--- src/rtl/wb_sevenseg_multi_if.sv ---
// Wishbone slave bus bundle for the seven-segment scan controller.
interface wb_sevenseg_multi_if;
  logic [1:0]  i_wb_adr;
  logic [31:0] i_wb_dat;
  logic [3:0]  i_wb_sel;
  logic        i_wb_we;
  logic        i_wb_cyc;
  logic        i_wb_stb;
  logic [31:0] o_wb_rdt;
  logic        o_wb_ack;

  modport master (
    output i_wb_adr, i_wb_dat, i_wb_sel, i_wb_we, i_wb_cyc, i_wb_stb,
    input  o_wb_rdt, o_wb_ack
  );

  modport slave (
    input  i_wb_adr, i_wb_dat, i_wb_sel, i_wb_we, i_wb_cyc, i_wb_stb,
    output o_wb_rdt, o_wb_ack
  );
endinterface

--- src/rtl/wb_sevenseg_multi.sv ---
// Wishbone-slave multiplexed seven-segment scan controller (1..8 common-anode digits).
// Registers: 0 DATA, 1 CTRL (mask, brightness), 2 STATUS (index, frame), 3 reserved.
// Optional decimal-point support is enabled by defining SEVENSEG_DP_EN.
module wb_sevenseg_multi #(
  parameter int unsigned      DIGITS    = 8,
  parameter int unsigned      CNT_W     = 16,
  parameter logic [CNT_W-1:0] CNT_VALUE = CNT_W'(16'h7fff)
) (
  input  logic                i_wb_clk,
  input  logic                i_wb_rst_n,
  wb_sevenseg_multi_if.slave  wb,
  output logic [6:0]          o_ca,
  output logic [DIGITS-1:0]   o_an
`ifdef SEVENSEG_DP_EN
  ,
  output logic                o_dp
`endif
);

  localparam int unsigned IDX_W    = 3;
  localparam logic [IDX_W-1:0] LAST_IDX = IDX_W'(DIGITS - 1);

  logic [CNT_W-1:0]  scan_cnt;
  logic [IDX_W-1:0]  idx;
  logic [7:0]        frame;
  logic [3:0]        pwm;
  logic [31:0]       data;
  logic [DIGITS-1:0] mask;
  logic [3:0]        bri;
  logic [7:0]        mask8;
  logic [7:0]        idx_oh8;
  logic              lit;
  logic              bus_req;
  logic              bus_wr;
  logic [31:0]       rd_data;

  logic [3:0]        s1_nib;
  logic              s1_lit;
  logic [DIGITS-1:0] s1_oh;

`ifdef SEVENSEG_DP_EN
  logic [DIGITS-1:0] dp;
  logic [7:0]        dp8;
  logic              s1_dp;
  assign dp8 = 8'(dp);
`endif

  assign mask8   = 8'(mask);
  assign idx_oh8 = 8'd1 << idx;
  assign lit     = (pwm <= bri) && mask8[idx];
  assign bus_req = wb.i_wb_cyc && wb.i_wb_stb && !wb.o_wb_ack;
  assign bus_wr  = bus_req && wb.i_wb_we;

  // Active-low {g,f,e,d,c,b,a} glyphs for hex digits.
  function automatic logic [6:0] hex_to_seg(input logic [3:0] nib);
    logic [6:0] seg;
    case (nib)
      4'h0: seg = 7'b1000000;
      4'h1: seg = 7'b1111001;
      4'h2: seg = 7'b0100100;
      4'h3: seg = 7'b0110000;
      4'h4: seg = 7'b0011001;
      4'h5: seg = 7'b0010010;
      4'h6: seg = 7'b0000010;
      4'h7: seg = 7'b1111000;
      4'h8: seg = 7'b0000000;
      4'h9: seg = 7'b0010000;
      4'ha: seg = 7'b0001000;
      4'hb: seg = 7'b0000011;
      4'hc: seg = 7'b1000110;
      4'hd: seg = 7'b0100001;
      4'he: seg = 7'b0000110;
      default: seg = 7'b0001110;
    endcase
    return seg;
  endfunction

  // Register read mux; unused bits read as zero.
  always_comb begin
    rd_data = '0;
    case (wb.i_wb_adr)
      2'd0: rd_data = data;
      2'd1: begin
        rd_data[7:0]   = mask8;
        rd_data[19:16] = bri;
`ifdef SEVENSEG_DP_EN
        rd_data[15:8]  = dp8;
`endif
      end
      2'd2: begin
        rd_data[2:0]  = idx;
        rd_data[15:8] = frame;
      end
      default: rd_data = '0;
    endcase
  end

  // Single wait-state acknowledge with read data registered alongside.
  always_ff @(posedge i_wb_clk or negedge i_wb_rst_n) begin
    if (!i_wb_rst_n) begin
      wb.o_wb_ack <= 1'b0;
      wb.o_wb_rdt <= '0;
    end else begin
      wb.o_wb_ack <= bus_req;
      wb.o_wb_rdt <= bus_req ? rd_data : 32'd0;
    end
  end

  // Register writes, committed on the acknowledge edge with byte enables.
  always_ff @(posedge i_wb_clk or negedge i_wb_rst_n) begin
    if (!i_wb_rst_n) begin
      data <= '0;
      mask <= '1;
      bri  <= 4'hf;
`ifdef SEVENSEG_DP_EN
      dp   <= '0;
`endif
    end else if (bus_wr) begin
      case (wb.i_wb_adr)
        2'd0: begin
          for (int b = 0; b < 4; b++) begin
            if (wb.i_wb_sel[b]) data[8*b +: 8] <= wb.i_wb_dat[8*b +: 8];
          end
        end
        2'd1: begin
          if (wb.i_wb_sel[0]) mask <= wb.i_wb_dat[DIGITS-1:0];
`ifdef SEVENSEG_DP_EN
          if (wb.i_wb_sel[1]) dp <= wb.i_wb_dat[8 +: DIGITS];
`endif
          if (wb.i_wb_sel[2]) bri <= wb.i_wb_dat[19:16];
        end
        default: ;
      endcase
    end
  end

  // Slot timer, digit index, frame counter and free-running PWM phase.
  always_ff @(posedge i_wb_clk or negedge i_wb_rst_n) begin
    if (!i_wb_rst_n) begin
      scan_cnt <= CNT_VALUE;
      idx      <= '0;
      frame    <= '0;
      pwm      <= '0;
    end else begin
      pwm <= pwm + 4'd1;
      if (scan_cnt == '0) begin
        scan_cnt <= CNT_VALUE;
        if (idx == LAST_IDX) begin
          idx   <= '0;
          frame <= frame + 8'd1;
        end else begin
          idx <= idx + 3'd1;
        end
      end else begin
        scan_cnt <= scan_cnt - CNT_W'(1);
      end
    end
  end

  // Stage 1: capture the active digit's nibble, lit flag and one-hot anode.
  always_ff @(posedge i_wb_clk or negedge i_wb_rst_n) begin
    if (!i_wb_rst_n) begin
      s1_nib <= '0;
      s1_lit <= 1'b0;
      s1_oh  <= '0;
`ifdef SEVENSEG_DP_EN
      s1_dp  <= 1'b0;
`endif
    end else begin
      s1_nib <= data[{idx, 2'b00} +: 4];
      s1_lit <= lit;
      s1_oh  <= idx_oh8[DIGITS-1:0];
`ifdef SEVENSEG_DP_EN
      s1_dp  <= dp8[idx];
`endif
    end
  end

  // Stage 2: decode to pin levels; only one anode can ever be driven low.
  always_ff @(posedge i_wb_clk or negedge i_wb_rst_n) begin
    if (!i_wb_rst_n) begin
      o_ca <= 7'h7f;
      o_an <= '1;
`ifdef SEVENSEG_DP_EN
      o_dp <= 1'b1;
`endif
    end else begin
      o_ca <= hex_to_seg(s1_nib);
      o_an <= s1_lit ? ~s1_oh : '1;
`ifdef SEVENSEG_DP_EN
      o_dp <= ~(s1_dp & s1_lit);
`endif
    end
  end

endmodule

--- src/flat_wrapper.sv ---
// flat-port wrapper written by rule: the top's interface ports become plain ports
module wb_sevenseg_multi_flat 
#(
  parameter int unsigned      DIGITS    = 8,
  parameter int unsigned      CNT_W     = 16,
  parameter logic [CNT_W-1:0] CNT_VALUE = CNT_W'(16'h7fff)
)
  (i_wb_clk, i_wb_rst_n, o_ca, o_an, wb_i_wb_adr, wb_i_wb_dat, wb_i_wb_sel, wb_i_wb_we, wb_i_wb_cyc, wb_i_wb_stb, wb_o_wb_rdt, wb_o_wb_ack);
  wb_sevenseg_multi_if wb_i ();
  input  logic i_wb_clk;
  input  logic i_wb_rst_n;
  output logic [6:0] o_ca;
  output logic [DIGITS-1:0] o_an;
  input wire logic [$bits(wb_i.i_wb_adr)-1:0] wb_i_wb_adr;
  input wire logic [$bits(wb_i.i_wb_dat)-1:0] wb_i_wb_dat;
  input wire logic [$bits(wb_i.i_wb_sel)-1:0] wb_i_wb_sel;
  input wire logic [$bits(wb_i.i_wb_we)-1:0] wb_i_wb_we;
  input wire logic [$bits(wb_i.i_wb_cyc)-1:0] wb_i_wb_cyc;
  input wire logic [$bits(wb_i.i_wb_stb)-1:0] wb_i_wb_stb;
  output wire logic [$bits(wb_i.o_wb_rdt)-1:0] wb_o_wb_rdt;
  output wire logic [$bits(wb_i.o_wb_ack)-1:0] wb_o_wb_ack;
  assign wb_i.i_wb_adr = wb_i_wb_adr;
  assign wb_i.i_wb_dat = wb_i_wb_dat;
  assign wb_i.i_wb_sel = wb_i_wb_sel;
  assign wb_i.i_wb_we = wb_i_wb_we;
  assign wb_i.i_wb_cyc = wb_i_wb_cyc;
  assign wb_i.i_wb_stb = wb_i_wb_stb;
  assign wb_o_wb_rdt = wb_i.o_wb_rdt;
  assign wb_o_wb_ack = wb_i.o_wb_ack;
  wb_sevenseg_multi #(.DIGITS(DIGITS), .CNT_W(CNT_W), .CNT_VALUE(CNT_VALUE)) u_core (.i_wb_clk(i_wb_clk), .i_wb_rst_n(i_wb_rst_n), .wb(wb_i), .o_ca(o_ca), .o_an(o_an));
endmodule
--- config.mk ---
export PLATFORM = sky130hd
export DESIGN_NAME = wb_sevenseg_multi_flat
export DESIGN_NICKNAME = d
export VERILOG_FILES = /design/src/rtl/wb_sevenseg_multi_if.sv /design/src/rtl/wb_sevenseg_multi.sv /design/src/flat_wrapper.sv
export SDC_FILE = /design/constraint.sdc
export NUM_CORES = 1
export LEC_CHECK = 0
export BUFFER_PORTS_ARGS = -buffer_cell sky130_fd_sc_hd__buf_2
export CORE_AREA = 5 5 122 124
export CTS_BUF_LIST = sky130_fd_sc_hd__clkbuf_4 sky130_fd_sc_hd__clkbuf_8
export DETAILED_ROUTE_END_ITERATION = 10
export DIE_AREA = 0 0 127 129
export PLACE_DENSITY_LB_ADDON = 0.2
export SYNTH_ARGS = -nofsm -noshare
export SYNTH_HDL_FRONTEND = slang
export SYNTH_SLANG_ARGS = --single-unit
--- constraint.sdc ---
create_clock -name i_wb_clk -period 1.85 [get_ports i_wb_clk]
set_input_delay 0.0925 -clock i_wb_clk [delete_from_list [all_inputs] [get_ports i_wb_clk]]
set_output_delay 0.0925 -clock i_wb_clk [all_outputs]
set_load 0.01 [all_outputs]
# --- Yosys cells after proc, flatten, opt, wreduce, memory -nomap -nowiden ---
# Memories as Yosys holds them, arrays and structs flattened. A register that Yosys moved wholly into a read port is not among the register bits.
# Cells that the tools add are included.
op_classes:
  n_addsub: 4
  order_cmp: 2
  n_eq_ne: 3
  shifts: 2
  n_mux: 11
  n_bitwise: 1
  n_reduce_logical: 15
ops:
  columns: ["cell", "n"]
  rows:
  - ["two-way mux 32 bit", 1]
  - ["indexed part select 32 x 6 -> 4 bit", 1]
  - ["AND reduction 3 bit", 6]
  - ["zero test 16 bit", 1]
  - ["two-way mux 16 bit", 1]
  - ["case mux 8 bit (2 select lines)", 1]
  - ["subtractor 16 x 1 -> 16 bit (second input constant)", 1]
  - ["two-way mux 12 bit", 1]
  - ["case mux 5 bit (2 select lines)", 1]
  - ["case mux 3 bit (3 select lines)", 1]
  - ["adder 8 x 1 -> 8 bit (second input constant)", 1]
  - ["two-way mux 8 bit", 1]
  - ["inverter 8 bit", 1]
  - ["case mux 4 bit (2 select lines)", 1]
  - ["left shift 1 x 3 -> 8 bit (first input constant)", 1]
  - ["adder 4 x 1 -> 4 bit (second input constant)", 1]
  - ["<= comparator 4 bit", 1]
  - ["logical AND 1 bit", 4]
  - ["less-than comparator 3 x 4 -> 1 bit (second input constant)", 1]
  - ["adder 3 x 1 -> 3 bit (second input constant)", 1]
  - ["binary-select mux 1 bit (select 3 bit)", 1]
  - ["equality test 3 bit (second input constant)", 1]
  - ["two-way mux 3 bit", 1]
  - ["equality test 2 x 1 -> 1 bit (second input constant)", 1]
  - ["other kinds (5)", 6]
totals:
  reg_bits: 129
  mem_bits_ro: 112
  input_bits: 43
  output_inout_bits: 48
  n_memories: 1
memory_table:
  columns: ["name", "depth", "width", "rd", "rd_clocked_by_memory_dff", "write_ports", "line", "text"]
  rows:
  - ["(no name shown)", 16, 7, 1, 1, 0, "wb_sevenseg_multi.sv:57", "case (nib)"]

# --- Logic depth before layout (Yosys ltp) ---
# Gate-level depths: netlist of the first run.
depth:
  depth_word: 4
  ltp_mapped: 6

# --- Worst setup path before layout of the first run ---
# OpenSTA, ideal clock, no wires.
synth_path:
  path_kind: "flip-flop to flip-flop"
  startpoint: "reg u_core.scan_cnt[0]"
  endpoint: "reg u_core.frame[1]"
  arrival_ns: 1.600
  required_time_ns: 1.725
  slack_ns: 0.125
  path_stages_with_launch: 7
  n_path_buf: 0
  cell_sequence: "dfstp_2 inv_1 ha_1 nor4b_1 and4_1 nand2_1 mux2_2"
synth_between:
  elab_chain_len: 2
synth_rtl:
  columns: ["element", "line", "text"]
  rows:
  - ["start, declared", "wb_sevenseg_multi.sv:23", "logic [CNT_W-1:0] scan_cnt;"]
  - ["start signal, assigned", "wb_sevenseg_multi.sv:155", "scan_cnt <= scan_cnt - CNT_W'(1);"]
  - ["zero test 16 bit", "wb_sevenseg_multi.sv:146", "if (scan_cnt == '0) begin"]
  - ["AND reduction 2 bit (no line)", null, null]
  - ["end signal, assigned", "wb_sevenseg_multi.sv:150", "frame <= frame + 8'd1;"]
  - ["end, declared", "wb_sevenseg_multi.sv:25", "logic [7:0] frame;"]
# No other way between the ends.
# A chain may end at the register's enable or synchronous reset.

# --- Final worst setup path of the first run ---
layout_path:
  startpoint: "reg u_core.wb.o_wb_ack"
  endpoint: "reg u_core.data[23]"
layout_between:
  elab_chain_len: 4
layout_rtl:
  columns: ["element", "line", "text"]
  rows:
  - ["start, declared", "wb_sevenseg_multi_if.sv:19", "output o_wb_rdt, o_wb_ack"]
  - ["start signal, assigned", "wb_sevenseg_multi.sv:104", "wb.o_wb_ack <= bus_req;"]
  - ["zero test 1 bit", "wb_sevenseg_multi.sv:51", "assign bus_req = wb.i_wb_cyc && wb.i_wb_stb && !wb.o_wb_ack;"]
  - ["logical AND 1 bit", "wb_sevenseg_multi.sv:51", null]
  - ["logical AND 1 bit", "wb_sevenseg_multi.sv:52", "assign bus_wr = bus_req && wb.i_wb_we;"]
  - ["AND reduction 3 bit (no line)", null, null]
  - ["end signal, assigned by index", "wb_sevenseg_multi.sv:122", "if (wb.i_wb_sel[b]) data[8*b +: 8] <= wb.i_wb_dat[8*b +: 8];"]
  - ["end, declared", "wb_sevenseg_multi.sv:27", "logic [31:0] data;"]
# No other way between the ends.

==> reports/results.tsv, run 1 <==
metric	value	unit
status	complete, no violations	
register area share after synthesis	58.0	%
routability cong.	0.845	
input/output buffers	90	
Peak Freq	549	MHz
Clock Latency Late Sink	0.44	ns
CTS tree	done	
Final ANT Viol Nets	0	
Max FO, Critical Path	8	
Netlist cell types	50	
Yosys top cell area share	39.5	%
Die W	127	µm
Final Core Density	54.7	%
Post-Synthesis Cells	463	
largest net degree at the start of global routing	57	
placed insts	734	
Post-Route WL	12.7	mm
Post-synth ARST share	100	%
Post-route DRC	0	
Bufs on Longest Clock Path	2	
Worst VDD drop	503	µV
iteration count of the initial detailed-routing pass	4	
GRT Overall Usage	16.6	%
crit path to	u_core.data[23]	
Critical Path AT	2.14	ns
CTS buffer count	17	
clock sinks	136	
chip height	129	µm
MaxCap Viol Count	0	
fin. max-slew vios	0	
root buf cell	clkbuf_8	
via/cell ratio	4.95	
WL/cell	15.9	µm
CP Class	register to register	
Clock Skews	0.00994	ns
hold path startpoint	wb_i_wb_cyc	
Max H-tree Level	4	
cell area after synthesis	5960	µm²
floorplan row count	43	
Iteration-0 DRC Markers	242	
Critical Path Start Type	register	
Syn Nets	526	
r2r endpoint	u_core.data[23]	
vias post-DR	3957	
reg2reg start	u_core.wb.o_wb_ack	
top-level I/O count	91	
die area	16400	µm²
Total Nets Final	669	
Crit path required time	2.17	ns
number of flops mapped to enable cells by yosys	0	
layout cell share with drive strength beyond 1	41.4	%
Worst-path clk slew	0.08	ns
initial antenna violation count	0	
RSZ-0062 raised after global routing	yes	
crit share post-route	98.4	%
worst slack, placed	0.0133	ns
largest cells by area after synthesis	dfrtp_1, dfstp_2, mux2_2, ha_1, mux4_2	
global-route wire length before repair	21.3	mm
grt total ovfl	0	
crit end category	register	
reg2reg setup slack	0.03	ns
Ys Warns	0	
ANT cells	0	
Setup WS post-layout	0.0289	ns
Main synth FF type	dfrtp_1	
Worst Tran Pin Value	0.447	ns
power per cell area	906	nW/µm²
synthesized area per cell	12.9	µm²
Slew headroom	70.2	%
Final setup viols	0	
worst setup path start	u_core.wb.o_wb_ack	
vias in the first global route	4238	
Pleak	3.56	nW
Reg2Reg Depth	4	
post-synth top area cell	dfrtp_1	
Final Critical Period	1.82	ns
Layout area overhead	25.5	%
core area	13700	µm²
hpwl dp	9.15	mm
Final Hold Fails	0	
Initial Utilization	43.6	%
Hold/Removal Path Class	primary input to register	
non-filler cells, final	799	
Synth Register Bits	136	
-- cell families after synthesis --
logic type | after synthesis | synth area share (%)
compound gates | 40 | 4.39
flops | 136 | 58.0
buf+inv | 30 | 1.93
mux | 82 | 17.1
simple gates | 142 | 12.5
xor+xnor | 13 | 1.91
fa+ha+maj | 20 | 4.20
-- sequential cells by signal, summed over array words and instances (netlist names) --
register / flops
u_core.data: 32
u_core.wb.o_wb_ack: 1
u_core.scan_cnt: 16
u_core.mask: 8
u_core.pwm: 4
u_core.o_ca: 7
u_core.s1_lit: 1
u_core.s1_nib: 4
u_core.wb.o_wb_rdt: 32
u_core.s1_oh: 8
u_core.o_an: 8
u_core.bri: 4
u_core.idx: 3
u_core.frame: 8
-- cells in the final DEF (no fill, tap or decap), types with 2 or more instances in the layout --
cell,instances
dfrtp_1,94
buf_2,89
mux2_2,45
dfstp_2,42
nand2_1,40
nor2_1,37
dlygate4sd3_1,33
mux2i_1,23
ha_1,19
clkbuf_8,18
buf_4,16
and2_1,15
inv_1,14
o21ai_0,13
mux4_2,11
a21oi_1,9
nand3_1,7
xnor2_1,7
nor2b_1,6
xor2_1,6
nand4_1,6
nor3_1,5
o31ai_1,4
or3_1,4
a31oi_1,4
inv_6,4
clkinv_2,4
or2_2,3
mux2_1,3
clkinvlp_4,3
a22o_1,2
nor4_2,2
o21a_1,2
nand2_2,2
bufinv_16,2
buf_12,2
-- area by class of cell --
class / count / area [µm²]
clock buffers: 18 / 248
clock inverters: 14 / 146
fillers: 1187 / 6190
inverters: 14 / 52.6
multi-input cells: 297 / 2420
flip-flops and latches: 136 / 3460
well taps: 180 / 225
repair buffers: 140 / 936
-- power by group --
group / internal [mW] / switching [mW]
clock: 1.24 / 1.19
combinational: 0.470 / 0.362
sequential: 3.30 / 0.206
total: 5.01 / 1.76
-- metrics by stage --
| step | area, µm² | TNS (ns) | hold slack, ns | total power, mW |
|---|---|---|---|---|
| floorplan | 5960 | 0 | -0.203 | 4.01 |
| global placement | 6730 | 0 | 0.0635 | 4.32 |
| detailed placement | 6730 | 0 | 0.0612 | 4.35 |
| CTS | 7460 | -0.00603 | 0.0510 | 6.86 |
| global route | 7480 | -0.990 | 0.0750 | 7.13 |
| finish | 7480 | 0 | 0.0719 | 6.77 |
-- cell usage after synthesis (3+ instances only) --
cell / number
a31oi_1: 4
xnor2_1: 7
nor2b_1: 6
nand2_1: 41
nand3_1: 7
and2_1: 15
a21oi_1: 9
nand4_1: 6
ha_1: 20
or3_1: 4
o31ai_1: 4
clkbuf_1: 10
or2_2: 3
dfrtp_1: 94
mux4_2: 11
nor3_1: 6
inv_1: 14
nor2_1: 37
mux2i_1: 23
o21ai_0: 13
xor2_1: 6
mux2_1: 3
mux2_2: 45
dfstp_2: 42
buf_1: 4
-- worst max-delay path, stage by stage (launching register included) --
cell	delay (ns)
dfrtp_1	0.39
nand4bb_1	0.22
nor3b_2	0.37
nand2_1	0.33
mux2_1	0.40
-- layer usage --
metal / vias up / global-route usage [%] / part of all wire [%] / wire [µm]
met2: 81 / 27.0 / 47 / 6000
met3: 14 / 4.61 / 4.4 / 562
met4: 0 / 4.67 / 1.3 / 168
met1: 1956 / 22.1 / 47 / 5980
met5: - / 0 / 0 / 0
li1: 1906 / - / - / -
-- how the worst min path moves through the flow --
stage / end / slack, ns / cells after the start
6_report: u_core.wb.o_wb_ack / 0.07 / 4
5_1_grt: u_core.wb.o_wb_ack / 0.08 / 4
4_1_cts: u_core.wb.o_wb_ack / 0.05 / 4
3_5_place_dp: u_core.wb.o_wb_rdt[25] / 0.06 / 1
3_3_place_gp: u_core.wb.o_wb_rdt[24] / 0.06 / 1
2_1_floorplan: u_core.data[0] / -0.20 / 0
-- repair_timing --
item	4_1_cts	5_1_grt
setup buffers	0	0
pin swaps	0	1
hold buffers	33	0
setup endpoints to repair	2	36
endpoints found under the hold margin	123	0
resized for setup	1	4
Power figures use the tool's default switching activity.
==> inputs of run 2 (changes only) <==
CELL_PAD_IN_SITES_DETAIL_PLACEMENT = 1   (was not set)
CELL_PAD_IN_SITES_GLOBAL_PLACEMENT = 1   (was not set)
==> run 2 against run 1 <==
Net effect: fmax grew 0.63%; clock-buffer cell count grew 6; critical path depth is the same; combinational power grew 2.6%; sequential share of layout area shrank 0.80 points; design area grew 1.8%; wire length grew 13%; via count grew 3.7%; clock power grew 15%; largest cell class unchanged.
==> reports/results.tsv, run 2 (synthesis results as in run 1) <==
metric	value	unit	change
iteration count of the initial detailed-routing pass	4		unchanged
Post-Route WL	14.4	mm	+13%
non-filler cells, final	806		+0.88%
Critical Path Start Type	register		
via/cell ratio	5.09		+2.8%
clock power share	39.0	%	+3.1 points
crit share post-route	97.8	%	-0.62 points
routability cong.	0.808		-4.4%
chip height	129	µm	unchanged
WL/cell	17.9	µm	+12%
top-level I/O count	91		unchanged
slowest cell on the critical path	or4_1		
layout cell share with drive strength beyond 1	42.0	%	+0.66 points
ANT cells	0		unchanged
Post-route DRC	0		unchanged
Crit path required time	2.20	ns	+0.03 ns
grt total ovfl	0		unchanged
Reg2Reg Depth	4		unchanged
most common cell after layout, fill and taps aside	dfrtp_1		
Initial Utilization	43.6	%	unchanged
Iteration-0 DRC Markers	138		-43%
crit end category	register		
CTS buffer count	17		unchanged
floorplan row count	43		unchanged
Worst-path clk slew	0.08	ns	about the same
most frequent cells in the layout	dfrtp_1, buf_2, mux2_2		
initial antenna violation count	0		unchanged
Final Critical Period	1.81	ns	-0.0115 ns
vias post-DR	4102		+3.7%
Worst Tran Pin Value	0.469	ns	+0.0217 ns
Die W	127	µm	unchanged
global-route wire length before repair	23.9	mm	+12%
Slew headroom	68.8	%	-1.4 points
Clock Latency Late Sink	0.44	ns	about the same
fin. max-slew vios	0		unchanged
Internal Power	5.47	mW	+9.2%
Peak Freq	553	MHz	+0.63%
Setup WS post-layout	0.0404	ns	+0.0115 ns
worst slack, placed	-0.0287	ns	-0.0419 ns
worst setup path start	u_core.scan_cnt[3]		
Critical Path Max Stage Delay	0.64	ns	+0.24 ns
Combinational Power Share	11.9	%	-0.4 points
switch share	23.7	%	-2.2 points
Total Nets Final	676		+1.0%
Layout area overhead	27.7	%	
met1 usage	22.9	%	+0.82 points
root buf cell	clkbuf_8		
vias in the first global route	4600		+8.5%
GRT Overall Usage	18.8	%	+2.2 points
Final setup viols	0		unchanged
Hold/Removal Path Class	primary input to register		
Seq pwr share	49.1	%	-2.7 points
CP cell instances	or4_1 > nor2_2 > nand2_2 > o31ai_2		
Max FO, Critical Path	5		-3
Worst VDD drop	493	µV	-2.0%
Bufs on Longest Clock Path	2		unchanged
Most Used Layer, Global Route	met2		
GR Util met3	4.28	%	-0.33 points
Max H-tree Level	4		unchanged
hold path startpoint	wb_i_wb_stb		
core area	13700	µm²	unchanged
RSZ-0062 raised after global routing	yes		
Fillers	1426		+20%
status	complete, no violations		
CP Class	register to register		
CTS tree	done		
Final ANT Viol Nets	0		unchanged
reg2reg setup slack	0.04	ns	about the same
input/output buffers	90		unchanged
reg2reg start	u_core.scan_cnt[3]		
Final Core Density	55.7	%	+0.96 points
GR Layer Usage met2	32.8	%	+5.8 points
Critical Path AT	2.16	ns	+0.02 ns
crit path to	u_core.idx[0]		
Clock Skews	0.0118	ns	+0.00188 ns
hpwl dp	10.2	mm	+12%
power per cell area	943	nW/µm²	+4.1%
largest net degree at the start of global routing	39		-32%
placed insts	737		+0.41%
MaxCap Viol Count	0		unchanged
Net Sw Power	1.70	mW	-3.2%
Pleak	3.66	nW	+2.7%
largest registers	u_core.data x32, u_core.wb.o_wb_rdt x32, u_core.scan_cnt x16		
r2r endpoint	u_core.idx[0]		
die area	16400	µm²	unchanged
Final Hold Fails	0		unchanged
clock sinks	136		unchanged
==> run 2: changes by cell type in the layout (fill, tap and decap cells not counted) <==
cell	previous run	this run
buf_4	16	23
clkbuf_8	18	23
inv_6	4	0
clkinvlp_4	3	0
bufinv_16	2	4
clkbuf_4	0	1
clkinv_4	1	0
nor4_2	2	1
nor4_4	1	2
==> run 2: power groups by stage <==
stage | clock network, mW | registers, mW | logic (mW)
4_1_cts | 2.87 | 3.52 | 0.867
3_5_place_dp | 0 | 3.58 | 0.805
5_1_grt | 3.00 | 3.56 | 0.951
3_3_place_gp | 0 | 3.56 | 0.773
2_1_floorplan | 0 | 3.51 | 0.501
6_report | 2.80 | 3.52 | 0.854
==> run 2: worst max-delay path: cells and delay by family, from the launching register on <==
family,cells,cell delay [ns]
DFF,1,0.41
and+or+nand+nor,3,1.10
AOI/OAI and AO/OA,1,0.21
==> run 2: cell type report <==
type                            instances  area [µm²]  area share (%)
Clock inverter                          8         140            1.84
Tap cell                              180         225            2.96
Timing Repair Buffer                  147         988            13.0
Multi-Input combinational cell        297        2420            31.9
Sequential cell                       136        3460            45.4
Clock buffer                           24         324            4.26
Inverter                               14        52.6           0.690
==> run 2: worst min-delay path by stage <==
stage                     cells after the start                     to
final                                         4  u_core.wb.o_wb_rdt[0]
after global routing                          4     u_core.wb.o_wb_ack
after CTS                                     4  u_core.wb.o_wb_rdt[2]
after detailed placement                      1        u_core.s1_oh[5]
after global placement                        1        u_core.s1_oh[4]
after floorplan                               0         u_core.data[0]
==> run 2: stage by stage <==
stage	power [mW]	instance area [µm²]	hold WS, ns	TNS, ns
finish	7.18	7610	0.0743	0
global route	7.51	7610	0.0853	-0.367
CTS	7.26	7550	0.0390	0
detailed placement	4.38	6750	0.0841	-0.0525
global placement	4.33	6750	0.0768	0
floorplan	4.01	5960	-0.203	0
==> run 2: repair_timing <==
item,4_1_cts,5_1_grt
endpoints found under the setup margin,6,25
pin swaps,0,0
buffers inserted,0,4
endpoints found under the hold margin,138,0
resized for setup,1,5
cloned,0,0
hold buffers,33,0
==> run 2: layer usage <==
layer,share of wire (%),wire [µm]
met1,43,6130
met2,52,7510
met3,3.7,538
met4,1.5,220
met5,0,0
==> inputs of run 3 (changes only) <==
CAP_MARGIN = 20   (was not set)
CORE_AREA = 2 2 119 121   (was 5 5 122 124)
DIE_AREA = 0 0 121 123   (was 0 0 127 129)
SLEW_MARGIN = 25   (was not set)
==> run 3 against run 2 <==
Net effect: sequential power about the same; setup slack improved by 0.0029 ns; sequential share of layout area increased by 0.25 points; critical path type unchanged.
==> reports/results.tsv, run 3 (synthesis results as in run 1) <==
metric	value	unit	change
status	complete, no violations		
Crit path required time	2.19	ns	about the same
Initial Utilization	43.8	%	+0.17 points
Seq pwr share	48.8	%	-0.3 points
root buf cell	clkbuf_8		
Worst VDD drop	423	µV	-14%
most common cell after layout, fill and taps aside	dfrtp_1		
clock sinks	136		unchanged
top-level I/O count	91		unchanged
CP Class	register to register		
Pleak	3.61	nW	-1.4%
RSZ-0062 raised after global routing	yes		
largest registers	u_core.data x32, u_core.wb.o_wb_rdt x32, u_core.scan_cnt x16		
CP cell instances	nand4bb_1 > nor3b_2 > nand2_1 > mux2_1		
Post-Route WL	14.0	mm	-3.0%
Final Hold Fails	0		unchanged
worst slack, placed	-0.102	ns	-0.0736 ns
most frequent cells in the layout	dfrtp_1, buf_2, mux2_2		
hpwl dp	9.76	mm	-4.5%
Post-route DRC	0		unchanged
fin. max-slew vios	0		unchanged
Worst-path clk slew	0.07	ns	about the same
initial antenna violation count	0		unchanged
power per cell area	951	nW/µm²	+0.88%
Net Sw Power	1.74	mW	+2.0%
clock power share	39.5	%	+0.5 points
Bufs on Longest Clock Path	2		unchanged
GRT Overall Usage	19.8	%	+0.98 points
CTS buffer count	17		unchanged
Critical Path AT	2.14	ns	-0.02 ns
core area	13600	µm²	-0.39%
chip height	123	µm	-4.7%
vias in the first global route	4353		-5.4%
global-route wire length before repair	22.3	mm	-6.7%
Clock Latency Late Sink	0.46	ns	+0.02 ns
via/cell ratio	5.16		+1.4%
floorplan row count	43		unchanged
Internal Power	5.46	mW	-0.18%
MaxCap Viol Count	0		unchanged
crit end category	register		
input/output buffers	90		unchanged
Setup WS post-layout	0.0433	ns	+0.00293 ns
CTS tree	done		
switch share	24.1	%	+0.39 points
Combinational Power Share	11.7	%	-0.2 points
grt total ovfl	0		unchanged
Max FO, Critical Path	8		+3
slowest cell on the critical path	dfrtp_1		
Clock Skews	0.00723	ns	-0.00459 ns
Peak Freq	553	MHz	+0.16%
Final Core Density	55.6	%	-0.083 points
Final Critical Period	1.81	ns	-0.00293 ns
Slew headroom	69.0	%	+0.21 points
Critical Path Start Type	register		
Iteration-0 DRC Markers	156		+13%
die area	14900	µm²	-9.2%
ANT cells	0		unchanged
layout cell share with drive strength beyond 1	41.7	%	-0.33 points
largest net degree at the start of global routing	60		+54%
Worst Tran Pin Value	0.465	ns	-0.00319 ns
vias post-DR	4125		+0.56%
Crit path max-delay family	simple AND/OR/NAND/NOR gates		
Total Nets Final	669		-1.0%
iteration count of the initial detailed-routing pass	4		unchanged
crit share post-route	97.7	%	-0.16 points
Die W	121	µm	-4.7%
Hold/Removal Path Class	primary input to register		
Final setup viols	0		unchanged
Worst Path Buf+Inv	0		unchanged
Max H-tree Level	4		unchanged
Final ANT Viol Nets	0		unchanged
Critical Path Max Stage Delay	0.40	ns	-0.24 ns
WL/cell	17.5	µm	-2.2%
routability cong.	0.834		+3.2%
Layout area overhead	27.0	%	
==> run 3: layout make-up <==
class                   count  area, µm²
well taps                 180        225
repair buffers            140        948
multi-input cells         297       2420
inverters                  14       52.6
fillers                  1424       6040
clock inverters            12        198
flip-flops and latches    136       3460
clock buffers              20        269
==> run 3: power groups by stage <==
stage               Sequential (mW)  Combinational (mW)  Clock [mW]
floorplan                      3.51               0.501           0
global placement               3.55               0.768           0
detailed placement             3.57               0.794           0
CTS                            3.52               0.857        2.92
global route                   3.56               0.931        3.02
finish                         3.52               0.841        2.84
==> run 3: worst min-delay path, delay by kind of cell <==
kind / cells / cell delay (ns)
simple gates: 2 / 0.14
buf+inv: 2 / 0.25
==> run 3: worst paths after layout <==
kind	startpoint	endpoint	slack, ns	cells past startpoint
setup / recovery	u_core.wb.o_wb_ack	u_core.data[15]	0.04	4
hold / removal	wb_i_wb_cyc	u_core.wb.o_wb_rdt[1]	0.07	4
setup reg to reg	u_core.wb.o_wb_ack	u_core.data[15]	0.04	4
hold reg to reg	u_core.s1_oh[4]	u_core.o_an[4]	0.37	1
max in group asynchronous	i_wb_rst_n	u_core.mask[7]	1.04	3
min in group asynchronous	i_wb_rst_n	u_core.data[21]	0.11	2
==> run 3: metal layers <==
layer,track usage [%],routed length (µm)
met3,4.75,503
met4,7.70,269
met1,24.5,6080
met2,33.7,7120
met5,0,0
==> run 3: metrics by stage <==
stage	hold slack, ns	cell area [µm²]	total power [mW]	cells	setup TNS, ns
detailed placement	0.0562	6740	4.37	733	-0.150
global route	0.0791	7570	7.51	799	-1.22
floorplan	-0.203	5960	4.01	463	0
finish	0.0673	7570	7.20	799	0
CTS	0.0430	7540	7.29	798	0
global placement	0.0557	6740	4.32	733	0
==> run 3: what timing repair did <==
item / in CTS / in global routing
hold endpoints to repair: 145 / 0
pin swaps: 0 / 1
endpoints found under the setup margin: 5 / 29
hold buffers: 33 / 0
buffers inserted: 0 / 1
gates resized for setup: 2 / 5
